`src/rtl/winograd_pkg.sv`:
```
// Shared constants and state encoding for the Winograd F(2x2,3x3) input path.
package winograd_pkg;
    localparam int DATA_W_DEF = 32;
    localparam int TILE       = 4;
    localparam int STRIDE     = 2;
    localparam int OUT_TILE   = 2;

    typedef enum logic {
        FILL = 1'b0,
        EMIT = 1'b1
    } feeder_state_t;
endpackage

```
`src/rtl/wino_line_buffer.sv`:
```
// Four-row circular line buffer: single pixel write, four-row column read rotated by base slot.
module wino_line_buffer
    import winograd_pkg::*;
#(
    parameter int DATA_W = DATA_W_DEF,
    parameter int IMG_W  = 8,
    parameter int COL_W  = $clog2(IMG_W)
) (
    input  logic                         clk,
    input  logic                         wr_en,
    input  logic [1:0]                   wr_slot,
    input  logic [COL_W-1:0]             wr_col,
    input  logic [DATA_W-1:0]            wr_data,
    input  logic [COL_W-1:0]             rd_col,
    input  logic [1:0]                   rd_base,
    output logic [TILE-1:0][DATA_W-1:0]  rd_data
);
    logic [DATA_W-1:0] mem_reg [TILE][IMG_W];

    // Contents are don't-care after reset, so the array carries no reset.
    always_ff @(posedge clk) begin
        if (wr_en) begin
            mem_reg[wr_slot][wr_col] <= wr_data;
        end
    end

    generate
        for (genvar gi = 0; gi < TILE; gi++) begin : g_rd
            logic [1:0] slot;
            assign slot        = rd_base + 2'(gi);
            assign rd_data[gi] = mem_reg[slot][rd_col];
        end
    endgenerate
endmodule

```
`src/rtl/winograd_tile_feeder.sv`:
```
// Raster pixel stream to overlapping 4x4 stride-2 tiles, emitted one 4-row column per cycle.
module winograd_tile_feeder
    import winograd_pkg::*;
#(
    parameter int DATA_W = DATA_W_DEF,
    parameter int IMG_W  = 8,
    parameter int IMG_H  = 8
) (
    input  logic                     clk,
    input  logic                     rst,
    input  logic signed [DATA_W-1:0] in_pix,
    input  logic                     in_valid,
    output logic                     in_ready,
    output logic signed [DATA_W-1:0] r1_x,
    output logic signed [DATA_W-1:0] r2_x,
    output logic signed [DATA_W-1:0] r3_x,
    output logic signed [DATA_W-1:0] r4_x,
    output logic                     out_valid,
    output logic                     tile_start,
    output logic [1:0]               out_col,
    output logic                     frame_done
);
    localparam int COL_W = $clog2(IMG_W);
    localparam int ROW_W = $clog2(IMG_H);
    localparam int NT    = (IMG_W - 2) / STRIDE;
    localparam int NB    = (IMG_H - 2) / STRIDE;

    feeder_state_t              state_reg, state_next;
    logic [COL_W-1:0]           col_reg, col_next;
    logic [ROW_W-1:0]           row_reg, row_next;
    logic [ROW_W-1:0]           band_reg, band_next;
    logic [1:0]                 base_reg, base_next;
    logic [COL_W-1:0]           tile_reg, tile_next;
    logic [1:0]                 k_reg, k_next;
    logic                       in_ready_reg, in_ready_next;
    logic                       out_valid_reg, out_valid_next;
    logic                       tile_start_reg, tile_start_next;
    logic                       frame_done_reg, frame_done_next;
    logic [TILE-1:0][DATA_W-1:0] data_reg, data_next, rd_data;

    logic             accept;
    logic             last_pix;
    logic             load;
    logic [COL_W-1:0] rd_col;
    logic [ROW_W-1:0] need_row;

    wino_line_buffer #(
        .DATA_W (DATA_W),
        .IMG_W  (IMG_W),
        .COL_W  (COL_W)
    ) u_lb (
        .clk     (clk),
        .wr_en   (accept),
        .wr_slot (row_reg[1:0]),
        .wr_col  (col_reg),
        .wr_data (in_pix),
        .rd_col  (rd_col),
        .rd_base (base_reg),
        .rd_data (rd_data)
    );

    // Bottom row of band b is 2b+3; its last pixel releases the band.
    assign need_row  = ROW_W'(int'(band_reg) * STRIDE + TILE - 1);
    assign data_next = load ? rd_data : data_reg;

    always_comb begin
        state_next      = state_reg;
        col_next        = col_reg;
        row_next        = row_reg;
        band_next       = band_reg;
        base_next       = base_reg;
        tile_next       = tile_reg;
        k_next          = k_reg;
        in_ready_next   = in_ready_reg;
        out_valid_next  = 1'b0;
        tile_start_next = 1'b0;
        frame_done_next = 1'b0;
        load            = 1'b0;
        rd_col          = '0;
        accept          = in_valid && in_ready_reg && (state_reg == FILL);
        last_pix        = accept && (col_reg == COL_W'(IMG_W - 1)) && (row_reg == need_row);

        case (state_reg)
            FILL: begin
                in_ready_next = 1'b1;
                if (accept) begin
                    if (col_reg == COL_W'(IMG_W - 1)) begin
                        col_next = '0;
                        row_next = (row_reg == ROW_W'(IMG_H - 1)) ? '0 : row_reg + ROW_W'(1);
                    end else begin
                        col_next = col_reg + COL_W'(1);
                    end
                end
                // Column 0 is loaded on the same edge so the band starts with no bubble.
                if (last_pix) begin
                    state_next    = EMIT;
                    in_ready_next = 1'b0;
                    load          = 1'b1;
                    tile_next     = '0;
                    k_next        = '0;
                end
            end
            EMIT: begin
                in_ready_next = 1'b0;
                if (k_reg == 2'(TILE - 1) && tile_reg == COL_W'(NT - 1)) begin
                    state_next    = FILL;
                    in_ready_next = 1'b1;
                    if (band_reg == ROW_W'(NB - 1)) begin
                        frame_done_next = 1'b1;
                        band_next       = '0;
                        base_next       = '0;
                        row_next        = '0;
                        col_next        = '0;
                    end else begin
                        band_next = band_reg + ROW_W'(1);
                        base_next = base_reg + 2'(STRIDE);
                    end
                end else begin
                    load = 1'b1;
                    if (k_reg == 2'(TILE - 1)) begin
                        tile_next = tile_reg + COL_W'(1);
                        k_next    = '0;
                    end else begin
                        k_next = k_reg + 2'd1;
                    end
                end
            end
            default: state_next = FILL;
        endcase

        if (load) begin
            rd_col          = COL_W'(int'(tile_next) * STRIDE + int'(k_next));
            out_valid_next  = 1'b1;
            tile_start_next = (k_next == 2'd0);
        end
    end

    always_ff @(posedge clk or negedge rst) begin
        if (!rst) begin
            state_reg      <= FILL;
            col_reg        <= '0;
            row_reg        <= '0;
            band_reg       <= '0;
            base_reg       <= '0;
            tile_reg       <= '0;
            k_reg          <= '0;
            in_ready_reg   <= 1'b0;
            out_valid_reg  <= 1'b0;
            tile_start_reg <= 1'b0;
            frame_done_reg <= 1'b0;
            data_reg       <= '0;
        end else begin
            state_reg      <= state_next;
            col_reg        <= col_next;
            row_reg        <= row_next;
            band_reg       <= band_next;
            base_reg       <= base_next;
            tile_reg       <= tile_next;
            k_reg          <= k_next;
            in_ready_reg   <= in_ready_next;
            out_valid_reg  <= out_valid_next;
            tile_start_reg <= tile_start_next;
            frame_done_reg <= frame_done_next;
            data_reg       <= data_next;
        end
    end

    assign in_ready   = in_ready_reg;
    assign r1_x       = data_reg[0];
    assign r2_x       = data_reg[1];
    assign r3_x       = data_reg[2];
    assign r4_x       = data_reg[3];
    assign out_valid  = out_valid_reg;
    assign tile_start = tile_start_reg;
    assign out_col    = k_reg;
    assign frame_done = frame_done_reg;
endmodule
```
`config.mk`:
```
export PLATFORM = sky130hd
export DESIGN_NAME = winograd_tile_feeder
export DESIGN_NICKNAME = d
export VERILOG_FILES = /design/src/rtl/winograd_pkg.sv /design/src/rtl/wino_line_buffer.sv /design/src/rtl/winograd_tile_feeder.sv
export SDC_FILE = /design/constraint.sdc
export NUM_CORES = 2
export LEC_CHECK = 0
export CAP_MARGIN = 5
export CORE_MARGIN = 3
export CORE_UTILIZATION = 35
export CTS_CLUSTER_DIAMETER = 60
export DETAILED_ROUTE_END_ITERATION = 6
export PLACE_DENSITY = 0.49
export SLEW_MARGIN = 20
export SYNTH_ARGS = -nofsm -noshare
export SYNTH_HDL_FRONTEND = slang
export SYNTH_SLANG_ARGS = --single-unit
```
`constraint.sdc`:
```
create_clock -name clk -period 10.1 [get_ports clk]
set_clock_uncertainty 0.1 [all_clocks]
set_input_delay 1.01 -clock clk [delete_from_list [all_inputs] [get_ports clk]]
set_output_delay 1.01 -clock clk [all_outputs]
set_load 0.005 [all_outputs]
```
==> results.py <==
metrics = {
    "timing": {
        "rsz0062_at_grt": "no",
        "hold_violations": 0,
        "setup_viol": 0,
        "tns_ns": 0,
        "fin_crit_ns": 6.78,
        "tightestPinTransition_ns": 1.31,
        "whs_ns": 0.0876,
        "period_share_pct": 67.1,
        "fmax_mhz": 148,
        "finalMaxSlewViolations": 0,
        "slew_headroom_pct": 12.8,
    },
    "synth": {
        "ys_seq_area_share_pct": 71.1,
        "synth_flop_cell": "edfxtp_1",
        "netlist_area_um2": 48400,
        "syn_inst": 2636,
        "yosysUniqueCellTypes": 58,
        "synth_edf_count": 1024,
        "syn_nets": 2684,
        "avgSynthCellArea_um2": 18.4,
        "ys_ff_latch": 1171,
        "async_reset_ff_share_pct": 12.6,
        "yosysWarnings": 0,
    },
    "job": {
        "drv_cap": 0,
    },
    "layout": {
        "fin_area_um2": 56200,
        "final_common_cell": "edfxtp_1",
        "largest_reg_flops": 1024,
        "area.growth.synth_to_final_pct": 16.1,
        "fill_cells": 12100,
        "final_core_util_pct": 41.2,
        "layout.nets": 2865,
        "final_cell_mix": "edfxtp_1, mux2i_1, mux2_2",
        "drive_above_1_share_pct": 21.1,
    },
    "power": {
        "p_int_w": 0.0104,
        "power_frac_seq_pct": 42.4,
        "p_clk_share_pct": 32.3,
        "p_sw_share_pct": 29.5,
        "p_switching_w": 0.00433,
        "worst_ir_drop_vdd_mv": 0.184,
        "power.density_nw_per_um2": 261,
        "combPwrFrac_pct": 25.3,
        "p_leak_nw": 18.6,
    },
    "placement": {
        "dp_hpwl_mm": 74.2,
        "placedInstanceArea_um2": 52000,
        "place.gp.congestion": 0.764,
        "portBuffers": 168,
    },
    "cts": {
        "postCtsResizedCells": 0,
        "cts_tree": "built",
        "path_clk_slew_ns": 0.06,
        "clock-sinks": 1171,
        "cts_buffer_depth": 3,
        "cts_root_buf": "clkbuf_16",
        "clock_latency_ns": 0.74,
        "ctsHoldBuffers": 0,
        "post_cts_buffers": 0,
        "cts_max_level": 4,
        "cts_made_buffers": 132,
    },
    "grt": {
        "grt_max_degree": 136,
        "antenna_found_initial": 5,
        "grt_pass1_vias": 27400,
        "grt_pass1_wl_mm": 199,
        "grt_usage_pct": 19.5,
        "grt_overflow": 0,
    },
    "detailed_routing": {
        "drt_iter0_markers": 2104,
        "ant_nets": 0,
        "drc": 3,
        "drt-pass1-iter-count": 7,
        "wl_per_cell_um": 29.7,
        "viasPerCell": 5.58,
        "wl_mm": 140,
        "num_vias": 26300,
    },
    "worst_setup_path": {
        "rr_startpoint": "out_valid$_DFF_PN0_",
        "reg2reg_to": "r2_x[10]$_DFFE_PN0P_",
        "r2r_slack_ns": 3.32,
        "required_ns": 10.64,
        "path_class": "reg2reg",
        "cp_max_fo": 111,
        "cp.arrival_ns": 7.32,
        "critPathCaptureType": "register",
        "rr_worst_depth": 14,
        "start_kind": "register",
    },
    "hold_path": {
        "hold_class": "in2async",
    },
    "floorplan": {
        "initial_core_util_pct": 35.5,
        "fp.dieW_um": 378,
        "fp.dieH_um": 378,
        "placeableCoreArea_um2": 136000,
        "io_pins": 169,
        "num_rows": 135,
        "die_area_um2": 143000,
    },
    "run_status": {
        "run_status": "finished, violations left",
        "violations": "design-rule violations",
    },
}
-- power groups by stage --
stage / clock (W) / sequential, W / combinational [W]
floorplan: 0 / 0.00611 / 0.00226
global placement: 0 / 0.00632 / 0.00368
detailed placement: 0 / 0.00632 / 0.00376
CTS: 0.00485 / 0.00624 / 0.00377
global route: 0.00505 / 0.00626 / 0.00400
finish: 0.00475 / 0.00623 / 0.00372
-- cell usage after synthesis, types with 4 or more instances --
master	number	area share (%)
edfxtp_1	1024	64
mux2i_1	388	8.0
mux2_2	152	3.5
mux4_2	150	7.0
dfrtp_1	147	7.6
nand2_1	105	0.81
o221ai_1	99	1.8
a2bb2oi_1	86	1.6
clkbuf_1	62	0.48
buf_2	59	0.61
a21oi_1	42	0.43
nor2_1	34	0.26
and2_1	32	0.41
a31oi_1	30	0.39
a221o_1	24	0.50
buf_1	20	0.16
buf_6	19	0.44
nand3_1	17	0.18
and3_1	16	0.21
ha_1	13	0.34
inv_1	12	0.093
o21ai_0	12	0.12
o22ai_1	9	0.12
buf_4	6	0.093
nor3_1	6	0.062
o221ai_2	6	0.19
o32ai_1	6	0.11
or3_1	6	0.078
o211ai_1	4	0.062
o21ai_1	4	0.041
-- worst max path at each step --
stage / from / end / slack (ns) / depth (start not counted)
6_report: out_valid$_DFF_PN0_ / r2_x[10]$_DFFE_PN0P_ / 3.32 / 14
5_1_grt: out_valid$_DFF_PN0_ / r2_x[10]$_DFFE_PN0P_ / 2.97 / 14
4_1_cts: out_valid$_DFF_PN0_ / r2_x[20]$_DFFE_PN0P_ / 3.25 / 14
3_5_place_dp: in_valid / r2_x[20]$_DFFE_PN0P_ / 2.67 / 15
3_3_place_gp: in_valid / r2_x[20]$_DFFE_PN0P_ / 2.81 / 15
2_1_floorplan: in_valid / r3_x[31]$_DFFE_PN0P_ / 5.21 / 17
-- cells by family after synthesis --
family                   count (synthesis)  share of synthesized area, %
adder cells (fa/ha/maj)                 13                         0.336
multiplexers                           693                          18.6
XOR/XNOR                                 2                        0.0362
buffers and inverters                  182                          1.90
flip-flops                            1171                          71.1
AO/OA/AOI/OAI                          344                          5.69
AND/OR/NAND/NOR                        231                          2.30
-- through the flow --
stage | total power (W) | cells | worst slack [ns]
5_1_grt | 0.0153 | 4707 | 2.97
2_1_floorplan | 0.00838 | 2636 | 5.21
3_5_place_dp | 0.0101 | 4464 | 2.67
4_1_cts | 0.0149 | 4707 | 3.25
3_3_place_gp | 0.0100 | 4464 | 2.81
6_report | 0.0147 | 4710 | 3.32
-- final cells by class --
type	count	area, µm²	area share (%)
antenna	3	7.51	0.0134
clock inverter	68	646	1.15
tap	1781	2230	3.96
clock buffer	175	3660	6.51
sequential	1171	34400	61.3
inverter	16	67.6	0.120
multi-input combinational	1283	13200	23.5
timing repair buffer	213	1980	3.53
-- layer usage --
layer | vias to the layer above | wire, µm | share of wire (%) | GRT usage, %
li1 | 11200 | - | - | -
met1 | 14100 | 61400 | 44 | 26.4
met2 | 844 | 67800 | 48 | 32.4
met3 | 204 | 7440 | 5.3 | 3.37
met4 | 2 | 3130 | 2.2 | 5.58
met5 | - | 12 | 0.0086 | 0
-- critical path: stages (launching register included) --
cell,delay (ns)
dfrtp_1,0.73
clkinv_1,0.48
nor2_1,0.54
or2_1,0.28
inv_4,0.37
a22o_1,0.37
ha_4,0.52
buf_4,0.57
nand2_1,0.13
or4_4,0.49
nand2_8,0.50
buf_12,0.64
mux2i_1,0.20
mux2_2,0.32
o221ai_1,0.19
Power figures use the tool's default switching activity.
